File: config.mk
export PLATFORM = sky130hd
export DESIGN_NAME = mem_bus_responder
export DESIGN_NICKNAME = d
export VERILOG_FILES = /design/src/rtl/mem_bus_pkg.sv /design/src/rtl/mem_bus_responder_ram.sv /design/src/rtl/mem_bus_responder.sv
export SDC_FILE = /design/constraint.sdc
export NUM_CORES = 1
export LEC_CHECK = 0
export ABC_AREA = 1
export BUFFER_PORTS_ARGS = -buffer_cell sky130_fd_sc_hd__buf_2
export CORE_AREA = 2 2 155 157
export DETAILED_ROUTE_END_ITERATION = 8
export DIE_AREA = 0 0 157 159
export PLACE_DENSITY = 0.82
export SLEW_MARGIN = 30
export SYNTH_ARGS = -nofsm -noshare
export SYNTH_HDL_FRONTEND = slang
export SYNTH_SLANG_ARGS = --single-unit
File: constraint.sdc
create_clock -name clk -period 1.92 [get_ports clk]
set_input_delay 0.384 -clock clk [delete_from_list [all_inputs] [get_ports clk]]
set_output_delay 0.384 -clock clk [all_outputs]
set_load 0.01 [all_outputs]
File: src/rtl/mem_bus_pkg.sv
// mem_bus_pkg: shared state encoding and bus defaults for the data-memory responder
package mem_bus_pkg;
  typedef enum logic [1:0] {IDLE = 2'd0, BUSY = 2'd1, RESP = 2'd2} state_t;
  localparam int BUS_ADDR_W = 8;
  localparam int BUS_DATA_W = 8;
  localparam logic [7:0] DEF_BASE = 8'hE0;
  localparam int DEF_WAIT_STATES = 1;
endpackage

File: src/rtl/mem_bus_responder_ram.sv
// resp_ram: single-port synchronous write-first RAM, accessed only when en is high
module resp_ram #(
  parameter int AW = 5,
  parameter int DW = 8
) (
  input  logic          clk,
  input  logic          en,
  input  logic          we,
  input  logic [AW-1:0] addr,
  input  logic [DW-1:0] wdata,
  output logic [DW-1:0] rdata
);
  logic [DW-1:0] mem [2**AW];
  always_ff @(posedge clk) begin
    if (en) begin
      if (we) mem[addr] <= wdata;
      rdata <= we ? wdata : mem[addr];
    end
  end
endmodule

File: src/rtl/mem_bus_responder.sv
// mem_bus_responder: data-memory bus target with wait states, RAM window and out-of-window error
module mem_bus_responder
  import mem_bus_pkg::*;
#(
  parameter int ADDR_W = BUS_ADDR_W,
  parameter int DATA_W = BUS_DATA_W,
  parameter int MEM_AW = 5,
  parameter logic [ADDR_W-1:0] BASE = ADDR_W'(DEF_BASE),
  parameter int WAIT_STATES = DEF_WAIT_STATES
) (
  input  logic              clk,
  input  logic              reset,
  input  logic              enable,
  input  logic              req,
  input  logic              we,
  input  logic [ADDR_W-1:0] addr,
  input  logic [DATA_W-1:0] wdata,
  output logic [DATA_W-1:0] rdata,
  output logic              ack,
  output logic              err,
  output logic              busy
);
  state_t state;
  logic [3:0] cnt;
  logic we_q, hit_q, hit, done;
  logic [ADDR_W-1:0] addr_q;
  logic [DATA_W-1:0] wdata_q, ram_q;
  assign hit  = addr_q[ADDR_W-1:MEM_AW] == BASE[ADDR_W-1:MEM_AW];
  assign done = (state == BUSY) && (cnt == 4'd0);
  // ram_q and hit_q only change on the completion edge, so rdata is zero after reset and on a miss
  assign rdata = hit_q ? ram_q : '0;
  resp_ram #(.AW(MEM_AW), .DW(DATA_W)) u_ram (
    .clk  (clk),
    .en   (done && hit),
    .we   (we_q),
    .addr (addr_q[MEM_AW-1:0]),
    .wdata(wdata_q),
    .rdata(ram_q)
  );
  always_ff @(posedge clk or negedge reset) begin
    if (!reset) begin
      state   <= IDLE;
      cnt     <= '0;
      we_q    <= 1'b0;
      addr_q  <= '0;
      wdata_q <= '0;
      hit_q   <= 1'b0;
      ack     <= 1'b0;
      err     <= 1'b0;
      busy    <= 1'b0;
    end else begin
      case (state)
        IDLE: if (enable && req) begin
          we_q    <= we;
          addr_q  <= addr;
          wdata_q <= wdata;
          cnt     <= 4'(WAIT_STATES);
          busy    <= 1'b1;
          state   <= BUSY;
        end
        BUSY: if (cnt != 4'd0) cnt <= cnt - 4'd1;
        else begin
          ack   <= 1'b1;
          err   <= !hit;
          hit_q <= hit;
          state <= RESP;
        end
        RESP: begin
          ack   <= 1'b0;
          err   <= 1'b0;
          busy  <= 1'b0;
          state <= IDLE;
        end
        default: begin
          busy  <= 1'b0;
          state <= IDLE;
        end
      endcase
    end
  end
endmodule
---- Word level (Yosys, flattened, before mapping) ----
Memory sizes are Yosys's and may differ from the RTL's. A register that Yosys moved wholly into a read port is not among the register bits.
Index checks and enable logic that the tools add are counted.
operators by class
  multiplexer cells ....................... 16
  shift operators ......................... 0
  reductions and logical operators ........ 15
  multiply operators ...................... 0
  bitwise operators ....................... 2
  $lt $le $gt $ge ......................... 0
  eq/ne operators ......................... 6
  add/sub/neg operators ................... 1
  div/mod/pow operators ................... 0
operator list
  cell                                                   count
  AND reduction 2 bit                                    5
  2-to-1 mux 4 bit                                       2
  2-to-1 mux 8 bit                                       1
  case mux 4 bit (2 select lines)                        1
  2-to-1 mux 1 bit                                       6
  case mux 1 bit (2 select lines)                        3
  logical NOT 4 bit                                      1
  2-to-1 mux 2 bit                                       2
  inequality test 2 bit, second input constant           2
  case mux 2 bit (2 select lines)                        1
  nonzero test 2 bit                                     2
  nonzero test 4 bit                                     1
  subtractor 4 x 1 -> 4 bit, second input constant       1
  equality test 3 bit, second input constant             1
  logical AND 1 bit                                      3
  AND reduction 3 bit                                    1
  equality test 2 x 1 -> 1 bit, second input constant    1
  equality test 2 bit, second input constant             1
  logical NOT 2 bit                                      1
  inequality test 2 x 1 -> 1 bit, second input constant  1
  NOT 1 bit                                              2
  logical NOT 1 bit                                      1
storage, ports and cells
  latch bits .............................. 0
  memories kept ........................... 1
  RAM bits ................................ 256
  bits in read-only memories .............. 0
  register bits after elaboration ......... 27
  output and inout port bits .............. 11
  logic and storage cells ................. 50
  input bits .............................. 21
memories
  memory     depth  bits a word  read ports  clocked after memory_dff  wr ports  RTL line                     text
  u_ram.mem  32     8            1           1                         1         mem_bus_responder_ram.sv:13  logic [DW-1:0] mem [2**AW];

---- Depth between registers and ports, before layout ----
  word-level depth ........................ 5
  gate-level depth with buffers ........... 13

---- Hierarchy ----
A second synthesis with hierarchy kept.
second synthesis, totals
  cell total of the unflattened synthesis .. 1205
  area, all modules ....................... 12384.4 sq um
by module, submodules not included
  module             area an instance (sq um)  instances  cells each
  resp_ram           11123.2                   1          1059
  mem_bus_responder  1261.2                    1          146

---- Least setup slack after synthesis ----
No wires, ideal clock.
  path kind ............................... reg-to-reg
  start point ............................. register cnt[0]
  end point ............................... memory u_ram.mem[29][0] (enable)
  path slack .............................. -173 ps
  data required time ...................... 1550 ps
  cell stages (with the launch flop) ...... 10
  library setup time ...................... 370 ps
  path buffers ............................ 1
  arrival ................................. 1723 ps
  path through ............................ dfrtp_1 inv_1 ha_1 nand2_1 nor2_2 nand2_1 nor2_4 buf_4 nand2_1 nor2_1
on the way
  word-level cells in the longest chain between the ends .. 5
RTL lines
  what                                    RTL line                     text
  from (decl)                             mem_bus_responder.sv:24      logic [3:0] cnt;
  from (signal assigned)                  mem_bus_responder.sv:57      cnt <= 4'(WAIT_STATES);
  from (signal assigned)                  mem_bus_responder.sv:61      BUSY: if (cnt != 4'd0) cnt <= cnt - 4'd1;
  logical NOT 4 bit                       mem_bus_responder.sv:29      assign done = (state == BUSY) && (cnt == 4'd0);
  logical AND 1 bit                       mem_bus_responder.sv:29
  logical AND 1 bit                       mem_bus_responder.sv:34      .en (done && hit),
  2-to-1 mux 1 bit                        mem_bus_responder_ram.sv:15  if (en) begin
  2-to-1 mux 1 bit (not written as such)  mem_bus_responder_ram.sv:16  if (we) mem[addr] <= wdata;
  to (decl)                               mem_bus_responder_ram.sv:13
No other way between the ends.

---- Final worst setup path ----
  start point ............................. register cnt[0]
  end point ............................... memory u_ram.mem[11][4] (enable)
The elaborated chain is that of the path after synthesis.

==> run metrics <==
Clock Skew=roughly 0.015 ns; WP data arrival=between 2 and 2.5 ns; Initial Utilization=0.524; met2 Usage GRT=0.414; M3 GR Usage=0.0457; gpl congestion=0.955; met1 Use GR=0.319; Routed WL=~30,000 um; Mean Syn Cell Area=around 10 um2; DIE HEIGHT=between 150 and 200 um; initial antenna violation count=0; Placeable Area=approximately 0.023 mm2; GRT overflow=0; most used cell, CP=nor2_4; final max-slew violation count=0; worst setup margin=-0.0323 ns; Slew HR=0.579; die area=~0.025 mm2; DRC Markers=0; CTS Buffer Depth=3; final critical-path share of the clock period=1.02; crit path cell chain=inv_2 > ha_4 > nand2_4 > nor2_4 > nand2_2 > nor2_4 > buf_12 > nand2_4 > buf_6 > nor2_4; Max Cap Violations=0; Slowest cell on crit path=dfrtp_1; top cells by count, synth=nand2_1, edfxtp_1, nor2_1; Final Net Count=about 1,300; clk_lat worst skew=between 0.5 and 0.6 ns; violated checks=negative setup slack; initial DRC count=roughly 1,000; Root Driver=clkbuf_16; Post-synth EDFFs=around 260; share of layout cells above drive strength 1=0.172; Pleak=roughly 6 nW; Total Power=~22 mW; Synth area leader=edfxtp_1; wire per inst=19.0 um; ys async rst share=0.0928; CP endpoint kind=flip-flop; Req. time, crit path=~2.1 ns; worst hold margin=a little under 0.04 ns; TritonCTS Sinks=about 290; first-pass iteration count of the detailed router=6; Post-Place Cell Area=between 0.01 and 0.015 mm2; Period minus WS final=between 1.5 and 2 ns; Vias=around 9,000; Final Setup Violations=about 160; GR peak layer=met2; Synth top area share=0.653; RSZ-0062 raised after global routing=true; CP Buf/Inv Count=3; Synth Cell Area=~0.012 mm2; Post-synth top flop=edfxtp_1; largest net degree at the start of global routing=44; Synth Warn #=0; CTS tree=done; gate count of the mapped netlist=1,187; post-synth net total=~1,200; origin of the critical flop-to-flop path=cnt[0]$_DFFE_PN0P_; width of the chip=between 150 and 200 um; R2R setup slack=-0.03 ns; CP Max Fanout=8; CTS Buf Count=28; Worst Tran Pin Value=between 0.6 and 0.7 ns; Fin. Hold Viols=0; Seq/Total Area, Yosys=0.708; Area contributors post-synth=edfxtp_1, nand2_1, dfrtp_1, nor2_1, inv_1; worst min-delay path category=in2reg; port buffer count=31; Rows=56; vias per cell=between 5 and 6; fmax=approximately 510 MHz; top-count cell post-synth=nand2_1; outcome=finished, violations left; worst hold path stage count=3; post-synthesis cell type count=22; pre-CTS setup slack=-0.166 ns; HP Start=wdata[7]; hold path endpoint=wdata_q[7]$_DFFE_PN0P_; first-pass GRT wire length=47,300 um; critical path class=reg2reg; all-layer global routing usage=0.248; num ports=32; CTS H-tree depth=1; slowest cell delay on critical path=roughly 0.4 ns; RR Endpoint=u_ram.mem[11][4]$_DFFE_PP_; CP Launch Type=flip-flop; post-DP HPWL=19,500 um; Reg clk slew, reported paths=~0.06 ns; Setup TNS=-2.06 ns; Area Overhead vs Synth=19.2%; Power Density=approximately 1500 mW/mm2; n_diodes=0; vias in the first global route=around 8,700; Top delay family on crit path=simple AND/OR/NAND/NOR gates; Reg2Reg Depth=10; maximum vdd drop=slightly above 800 uV; Final Cell Area=~0.014 mm2; post-synthesis register bit count=roughly 290; Antenna Nets Post-Route=0
through the flow:
| step | util | std cells |
|---|---|---|
| 4_1_cts | 0.620 | 1622 |
| 3_5_place_dp | 0.574 | 1563 |
| 5_1_grt | 0.624 | 1625 |
| 2_1_floorplan | - | 1187 |
| 6_report | 0.624 | 1625 |
| 3_3_place_gp | 0.574 | 1563 |
per-layer routing:
metal / share of wire / vias to the layer above
met3: 0.093 / 117
met2: 0.48 / 502
met5: 0 / -
li1: - / 4036
met1: 0.37 / 4126
met4: 0.049 / 0
cell type report:
| type | instances | area (um2) |
|---|---|---|
| Timing Repair Buffer | 114 | 932 |
| Inverter | 43 | 166 |
| Clock inverter | 10 | 75.1 |
| Fill cell | 1662 | 8720 |
| Tap cell | 319 | 399 |
| Sequential cell | 291 | 8610 |
| Multi-Input combinational cell | 808 | 3490 |
| Clock buffer | 40 | 808 |
cell usage in the layout, fill, tap and decap left out, types with 3 or more instances in the layout:
cell       count
buf_12         7
buf_2         31
buf_4         59
buf_6         13
clkbuf_1       8
clkbuf_16     30
clkinv_1       5
clkinv_2       3
dfrtp_1       25
edfxtp_1     264
inv_1         33
inv_2          8
nand2_1      653
nand2_4        5
nand3_1       21
nor2_1        52
nor2_2         6
nor2_4        35
nor3_2         7
o21ai_0       15
or2_2          7
tightest hold or removal path, cell delays in order:
cell and delay, ns:
buf_2 0.08, nand2_1 0.04, nand2_1 0.05
kinds of logic after synthesis:
kind of cell | Yosys count | share of synthesized area
flip-flops | 291 | 0.708
AO/OA/AOI/OAI | 17 | 0.00701
adder cells (fa/ha/maj) | 1 | 0.00103
buffers and inverters | 88 | 0.0311
XOR/XNOR | 1 | 0.000721
AND/OR/NAND/NOR | 789 | 0.252
what timing repair did:
item,in CTS,in global routing
hold buffers,1,0
hold endpoints to repair,27,0
pin swaps,14,18
resized for setup,22,21
cloned,0,0
setup buffers,8,3
setup endpoints to repair,263,263
worst max-delay path by stage:
stage / start / end / slack (ns) / cells after the start
after detailed placement: cnt[0]$_DFFE_PN0P_ / u_ram.mem[7][7]$_DFFE_PP_ / -0.17 / 9
after CTS: cnt[0]$_DFFE_PN0P_ / u_ram.mem[28][0]$_DFFE_PP_ / -0.01 / 10
final: cnt[0]$_DFFE_PN0P_ / u_ram.mem[11][4]$_DFFE_PP_ / -0.03 / 10
after global routing: cnt[0]$_DFFE_PN0P_ / u_ram.mem[9][4]$_DFFE_PP_ / -0.08 / 10
after floorplan: cnt[0]$_DFFE_PN0P_ / u_ram.mem[29][0]$_DFFE_PP_ / -0.08 / 9
after global placement: cnt[0]$_DFFE_PN0P_ / u_ram.mem[28][0]$_DFFE_PP_ / -0.08 / 9
flip-flops by register name (all words and copies together), names as in the netlist:
register and flops:
we_q 1, cnt 4, state 2, wdata_q 8, u_ram.rdata 8, hit_q 1, busy 1, err 1
addr_q 8, ack 1, u_ram.mem 256
power by group:
part / leakage [nW] / internal [mW] / switching (mW)
clock network: 0.426 / 3.05 / 2.30
registers: 2.72 / 8.07 / 0.251
logic: 2.95 / 2.30 / 5.55
Note: power is estimated with default switching activity, not from simulation.
